File: src/rtl/btn_event_queue.sv
// Debounced N-button front end queueing timestamped events in a FWFT FIFO; btn_level rise -> evt_valid in 2 cycles.
// Full FIFO parks one event per channel in its pending bit; BTN_EVT_RELEASE_EN adds release events.
module btn_event_queue #(
    parameter int N_BTN      = 5,
    parameter int CH_W       = 3,
    parameter int DEB_CYCLES = 100000,
    parameter int DEB_W      = 17,
    parameter int TS_W       = 16,
    parameter int DEPTH      = 8,
    parameter int AW         = 3
) (
    input  logic             clk,
    input  logic             rst,
    input  logic [N_BTN-1:0] btn_in,
    input  logic             evt_ready,
    input  logic             clr_ovf,
    output logic             evt_valid,
    output logic [CH_W-1:0]  evt_chan,
    output logic [TS_W-1:0]  evt_time,
    output logic             evt_rel,
    output logic [N_BTN-1:0] btn_level,
    output logic [AW:0]      fifo_count,
    output logic             overflow
);
`ifdef BTN_EVT_RELEASE_EN
    localparam int NREQ = 2 * N_BTN;
`else
    localparam int NREQ = N_BTN;
`endif
    localparam logic [DEB_W-1:0] DEB_LAST = DEB_W'(DEB_CYCLES - 1);
    localparam logic [AW:0]      FULL_CNT = (AW+1)'(DEPTH);

    typedef struct packed {
        logic [CH_W-1:0] chan;
        logic [TS_W-1:0] ts;
`ifdef BTN_EVT_RELEASE_EN
        logic            rel;
`endif
    } evt_t;

    logic [N_BTN-1:0] sync1;
    logic [N_BTN-1:0] sync2;
    logic [N_BTN-1:0] stable;
    logic [N_BTN-1:0] stable_d;
    logic [DEB_W-1:0] deb_cnt [N_BTN];
    logic [TS_W-1:0]  timestamp;

    logic [N_BTN-1:0] pend_press;
    logic [TS_W-1:0]  ts_press [N_BTN];
    logic [N_BTN-1:0] rise;
    logic [N_BTN-1:0] gnt_press;
    logic [N_BTN-1:0] drop_press;
`ifdef BTN_EVT_RELEASE_EN
    logic [N_BTN-1:0] pend_rel;
    logic [TS_W-1:0]  ts_rel [N_BTN];
    logic [N_BTN-1:0] fall;
    logic [N_BTN-1:0] gnt_rel;
    logic [N_BTN-1:0] drop_rel;
`endif

    logic [NREQ-1:0]  req;
    logic [NREQ-1:0]  grant;
    logic             drop_any;
    logic             push;
    logic             pop;
    logic             can_push;
    evt_t             wr_evt;
    evt_t             head;

    evt_t             mem [DEPTH];
    logic [AW-1:0]    wr_ptr;
    logic [AW-1:0]    rd_ptr;
    logic [AW:0]      count;

    // Synchroniser and per-channel debounce counters.
    always_ff @(posedge clk or posedge rst) begin
        if (rst) begin
            sync1    <= '0;
            sync2    <= '0;
            stable   <= '0;
            stable_d <= '0;
            for (int i = 0; i < N_BTN; i++) begin
                deb_cnt[i] <= '0;
            end
        end else begin
            sync1    <= btn_in;
            sync2    <= sync1;
            stable_d <= stable;
            for (int i = 0; i < N_BTN; i++) begin
                if (sync2[i] == stable[i]) begin
                    deb_cnt[i] <= '0;
                end else if (deb_cnt[i] == DEB_LAST) begin
                    stable[i]  <= sync2[i];
                    deb_cnt[i] <= '0;
                end else begin
                    deb_cnt[i] <= deb_cnt[i] + 1'b1;
                end
            end
        end
    end

    always_ff @(posedge clk or posedge rst) begin
        if (rst) begin
            timestamp <= '0;
        end else begin
            timestamp <= timestamp + 1'b1;
        end
    end

    assign rise       = stable & ~stable_d;
    assign gnt_press  = grant[N_BTN-1:0];
    assign drop_press = rise & pend_press & ~gnt_press;

    // A granted bit may be re-armed by a new edge in the same cycle; a dropped edge keeps the older timestamp.
    always_ff @(posedge clk or posedge rst) begin
        if (rst) begin
            pend_press <= '0;
            for (int i = 0; i < N_BTN; i++) begin
                ts_press[i] <= '0;
            end
        end else begin
            pend_press <= (pend_press & ~gnt_press) | rise;
            for (int i = 0; i < N_BTN; i++) begin
                if (rise[i] && !drop_press[i]) begin
                    ts_press[i] <= timestamp;
                end
            end
        end
    end

`ifdef BTN_EVT_RELEASE_EN
    assign fall     = ~stable & stable_d;
    assign gnt_rel  = grant[NREQ-1:N_BTN];
    assign drop_rel = fall & pend_rel & ~gnt_rel;
    assign req      = {pend_rel, pend_press};
    assign drop_any = (|drop_press) | (|drop_rel);

    always_ff @(posedge clk or posedge rst) begin
        if (rst) begin
            pend_rel <= '0;
            for (int i = 0; i < N_BTN; i++) begin
                ts_rel[i] <= '0;
            end
        end else begin
            pend_rel <= (pend_rel & ~gnt_rel) | fall;
            for (int i = 0; i < N_BTN; i++) begin
                if (fall[i] && !drop_rel[i]) begin
                    ts_rel[i] <= timestamp;
                end
            end
        end
    end
`else
    assign req      = pend_press;
    assign drop_any = |drop_press;
`endif

    assign evt_valid = (count != '0);
    assign pop       = evt_valid && evt_ready;
    assign can_push  = (count != FULL_CNT) || pop;

    // Fixed priority: lowest request index wins, so presses outrank releases.
    always_comb begin
        logic found;
        grant  = '0;
        wr_evt = '0;
        found  = 1'b0;
        for (int i = 0; i < NREQ; i++) begin
            if (req[i] && !found && can_push) begin
                grant[i] = 1'b1;
                found    = 1'b1;
            end
        end
        for (int i = 0; i < N_BTN; i++) begin
            if (grant[i]) begin
                wr_evt.chan = CH_W'(i);
                wr_evt.ts   = ts_press[i];
            end
`ifdef BTN_EVT_RELEASE_EN
            if (grant[N_BTN+i]) begin
                wr_evt.chan = CH_W'(i);
                wr_evt.ts   = ts_rel[i];
                wr_evt.rel  = 1'b1;
            end
`endif
        end
    end

    assign push = |grant;

    always_ff @(posedge clk) begin
        if (push) begin
            mem[wr_ptr] <= wr_evt;
        end
    end

    always_ff @(posedge clk or posedge rst) begin
        if (rst) begin
            wr_ptr <= '0;
            rd_ptr <= '0;
            count  <= '0;
        end else begin
            if (push) begin
                wr_ptr <= wr_ptr + 1'b1;
            end
            if (pop) begin
                rd_ptr <= rd_ptr + 1'b1;
            end
            case ({push, pop})
                2'b10:   count <= count + 1'b1;
                2'b01:   count <= count - 1'b1;
                default: count <= count;
            endcase
        end
    end

    always_ff @(posedge clk or posedge rst) begin
        if (rst) begin
            overflow <= 1'b0;
        end else if (drop_any) begin
            overflow <= 1'b1;
        end else if (clr_ovf) begin
            overflow <= 1'b0;
        end
    end

    // Head fields are gated so an empty queue presents zeros rather than stale storage.
    assign head       = mem[rd_ptr];
    assign evt_chan   = evt_valid ? head.chan : '0;
    assign evt_time   = evt_valid ? head.ts : '0;
`ifdef BTN_EVT_RELEASE_EN
    assign evt_rel    = evt_valid & head.rel;
`else
    assign evt_rel    = 1'b0;
`endif
    assign btn_level  = stable;
    assign fifo_count = count;

endmodule
File: config.mk
export PLATFORM = sky130hd
export DESIGN_NAME = btn_event_queue
export DESIGN_NICKNAME = d
export VERILOG_FILES = /design/src/rtl/btn_event_queue.sv
export SDC_FILE = /design/constraint.sdc
export NUM_CORES = 1
export LEC_CHECK = 0
export CORE_UTILIZATION = 56
export CTS_CLUSTER_DIAMETER = 80
export DETAILED_ROUTE_END_ITERATION = 10
export PLACE_DENSITY_LB_ADDON = 0.3
export SETUP_SLACK_MARGIN = 0.15
export SYNTH_ARGS = -nofsm -noshare
export SYNTH_HDL_FRONTEND = slang
export SYNTH_SLANG_ARGS = --single-unit
File: constraint.sdc
create_clock -name clk -period 7.4 [get_ports clk]
set_input_delay 1.48 -clock clk [delete_from_list [all_inputs] [get_ports clk]]
set_output_delay 1.48 -clock clk [all_outputs]
set_load 0.02 [all_outputs]
==> metrics.md <==
| Metric | Value |
|---|---|
| Max VDD drop | `147 uV` |
| Final Hold Fails | `0` |
| Post-CTS Resized | `0` |
| Iter 0 DRT Violations | `685` |
| Worst slew margin | `0.264` |
| Hold-fix buffers at CTS | `0` |
| Crit path capture type | `output port` |
| Post-route cell area | `between 0.015 and 0.02 sq mm` |
| Worst Path Class, Setup | `flop to output port` |
| Synth Area in XOR/XNOR | `0.0539` |
| Final #Nets | `~1200` |
| Cts bufs inserted | `39` |
| Compound-Gate Fraction of Synth Area | `0.0383` |
| Clock slew at reported path FFs | `around 0.06 ns` |
| Sum Neg Setup Slack | `0 ns` |
| Die Y | `~170 microns` |
| DP Worst Slack | `around 3.0 ns` |
| All-Layer GR Usage | `0.210` |
| Async SR Flop Fraction | `0.588` |
| Number of synthesized flops with an enable pin | `152` |
| Sw Share | `0.250` |
| Layout cells sized above 1 | `0.173` |
| Initial antenna violation count | `0` |
| RSZ-0062 raised after global routing | `false` |
| Critical path launch point type | `flop` |
| Net Switching | `~1300 uW` |
| Vias in the first global route | `9171` |
| Core Rows | `61` |
| Status | `complete, no violations` |
| Io pins | `40` |
| Power Dens Cells | `approximately 290 mW/mm^2` |
| Gr ovfl total | `0` |
| P&R area growth vs syn | `13.2%` |
| Max-slew violations | `0` |
| Synth Register Bits | `~370` |
| Synth top area share | `0.344` |
| Seq pwr share | `0.427` |
| Routed wire per std cell | `~18 microns` |
| DIE WIDTH | `170 microns` |
| Mux contribution to synthesized area | `0.129` |
| Post-synthesis adder-cell area fraction | `0.00872` |
| Drt total wl | `28700 microns` |
| Area after DPL | `about 0.017 sq mm` |
| Core area | `between 0.02 and 0.03 sq mm` |
| Synth cell types | `a little under 60` |
| Clock Power Share | `0.389` |
| Critical Path RT | `~5.9 ns` |
| Mapped Cells | `between 1000 and 1500` |
| FMAX | `~0.23 GHz` |
| Yosys warns | `0` |
| H-Tree Depth | `2` |
| Die footprint | `approximately 0.029 sq mm` |
| Post-CTS setup repair buffer count | `0` |
| Hold WC Path Type | `flop to flop` |
| Cell Int Power | `3830 uW` |
| Port Buffer Count | `38` |
| Critical path arrival | `2.94 ns` |
| # diodes | `0` |
| Clk Latency, worst-skew pair | `0.53 ns` |
| Num Clock Sinks | `about 370` |
| Hpwl dp | `17800 microns` |
| DRT Pass-1 Iters | `5` |
| Final setup violation count | `0` |
| Synth Flop Type | `dfrtp_1` |
| Gpl congestion | `slightly below 0.8` |
| ANT nets after route | `0` |
| DR vias | `roughly 9000` |
| # DRC | `0` |
| Area of the mapped netlist | `between 0.015 and 0.02 sq mm` |
| Cell taking the most area after synthesis | `dfrtp_1` |
| Worst-path maximum fanout | `40` |
| CTS tree | `done` |
| Area contributors post-synth | `dfrtp_1 34%, edfxtp_1 29%, mux4_2 5.4%, mux2_2 4.9%, xnor2_1 3.2%` |
| Largest family of logic cells by synthesized area | `multiplexers` |
| Avg Cell Area, Syn | `~14 sq um` |
| Post-synthesis simple-gate area fraction | `0.117` |
| Fin Clk Skew | `roughly 0.019 ns` |
| Number of vias per cell | `between 5 and 6` |
| Clk buf depth | `3` |
| Post-route setup slack | `just under 3 ns` |
| Post-synth net total | `around 1200` |
| First-pass GRT wire length | `roughly 48000 microns` |
| Starting Density | `0.568` |
| Post-layout minimum cycle time | `between 4 and 5 ns` |
| Clk root buf | `clkbuf_16` |
| Crit share post-route | `0.597` |
| Largest net degree at the start of global routing | `~180` |
| Fill count | `2096` |
| Maxcap violations | `0` |
| Slew @ Worst Pin | `1.10 ns` |
| Static leakage | `~0.0072 uW` |
| Comb pwr share | `0.184` |
| Hold WS | `0.347 ns` |
| Seq/Total Area, Yosys | `0.634` |
[sequential cells by signal, summed over array words and instances, names as in the netlist]
register / flops
sync1: 5
btn_level: 5
sync2: 5
fifo_count: 4
mem: 152
timestamp: 16
rd_ptr: 3
deb_cnt: 85
pend_press: 5
ts_press: 80
overflow: 1
wr_ptr: 3
stable_d: 5
[per-layer routing]
metal | routed length, microns | vias to the layer above | GRT usage
met5 | 0 | - | 0
met3 | 1210 | 46 | 0.0302
met4 | 476 | 0 | 0.0501
li1 | - | 4274 | -
met1 | 13000 | 4613 | 0.294
met2 | 14000 | 204 | 0.349
[synth_stat cells (all sizes together) (4+ instances only)]
master	count
a21oi	42
a222oi	16
and2	5
and4	12
buf	23
clkbuf	24
dfrtp	217
edfxtp	152
ha	11
inv	21
mux2	88
mux2i	19
mux4	38
nand2	44
nand2b	7
nand3	33
nand3b	4
nand4	32
nor2	132
nor3	23
nor4	21
nor4b	5
nor4bb	6
o21ai	6
o41ai	5
or2	18
xnor2	58
xor2	39
[power groups by stage]
| stage | registers, uW | logic [uW] | clock network [uW] |
|---|---|---|---|
| floorplan | 2230 | 630 | 0 |
| global placement | 2220 | 944 | 0 |
| detailed placement | 2220 | 956 | 0 |
| CTS | 2180 | 957 | 2020 |
| global route | 2190 | 1020 | 2100 |
| finish | 2180 | 941 | 1990 |
[cell type report]
type,count,area (sq um),share of cell area
Clock inverter,15,236,0.0132
Inverter,21,82.6,0.00463
Clock buffer,55,1080,0.0603
Sequential cell,369,10000,0.560
Tap cell,378,473,0.0265
Timing Repair Buffer,50,483,0.0270
Multi-Input combinational cell,695,5510,0.308
[worst paths after layout]
check	start	slack, ns	to	depth (start not counted)
worst max-delay path	rd_ptr[0]	2.98	evt_time[4]	5
worst min-delay path	sync1[0]	0.35	sync2[0]	0
worst max register to register	pend_press[0]	4.15	mem[0][9]	4
worst min register to register	sync1[0]	0.35	sync2[0]	0
max in group asynchronous	rst	4.58	rd_ptr[0]	3
min in group asynchronous	rst	1.45	sync1[0]	2
[cell usage in the layout, fill, tap and decap left out, types with 5 or more instances in the layout]
cell type	n
dfrtp_1	216
edfxtp_1	152
nor2_1	125
mux2_2	68
xnor2_1	58
nand2_1	44
clkbuf_16	40
a21oi_1	39
xor2_1	39
mux4_2	38
clkdlybuf4s50_1	38
nand3_1	33
nand4_1	32
nor4_1	21
nor3_1	21
mux2_1	20
inv_1	19
mux2i_1	19
or2_2	16
a222oi_1	16
clkbuf_1	13
and4_1	12
ha_1	11
buf_4	11
nand2b_1	7
nor4bb_1	6
nor2_2	6
bufinv_16	6
and2_1	5
clkinv_1	5
[critical path, cell delays in order, from the launching register on]
cell and delay, ns:
dfrtp_2 0.33, buf_4 0.60, mux4_2 0.59, mux2i_1 0.26, nor2_1 0.08, clkdlybuf4s50_1 0.55
[cells by family (layout without fill, tap and decap cells)]
family / after synthesis / after routing
xor gates and xnor gates: 97 / 97
and+or+nand+nor: 356 / 356
DFF: 369 / 369
muxes: 145 / 145
other: 1 / 1
adders and majority gates: 11 / 11
AOI/OAI and AO/OA: 85 / 85
buffers and inverters: 68 / 141
[metrics by stage]
step	total power, uW	std cells	util
4_1_cts	5160	1583	0.643
6_report	5110	1583	0.643
2_1_floorplan	2860	1132	-
3_3_place_gp	3170	1513	0.595
5_1_grt	5310	1583	0.643
3_5_place_dp	3180	1513	0.595
Note: power is estimated with default switching activity, not from simulation.
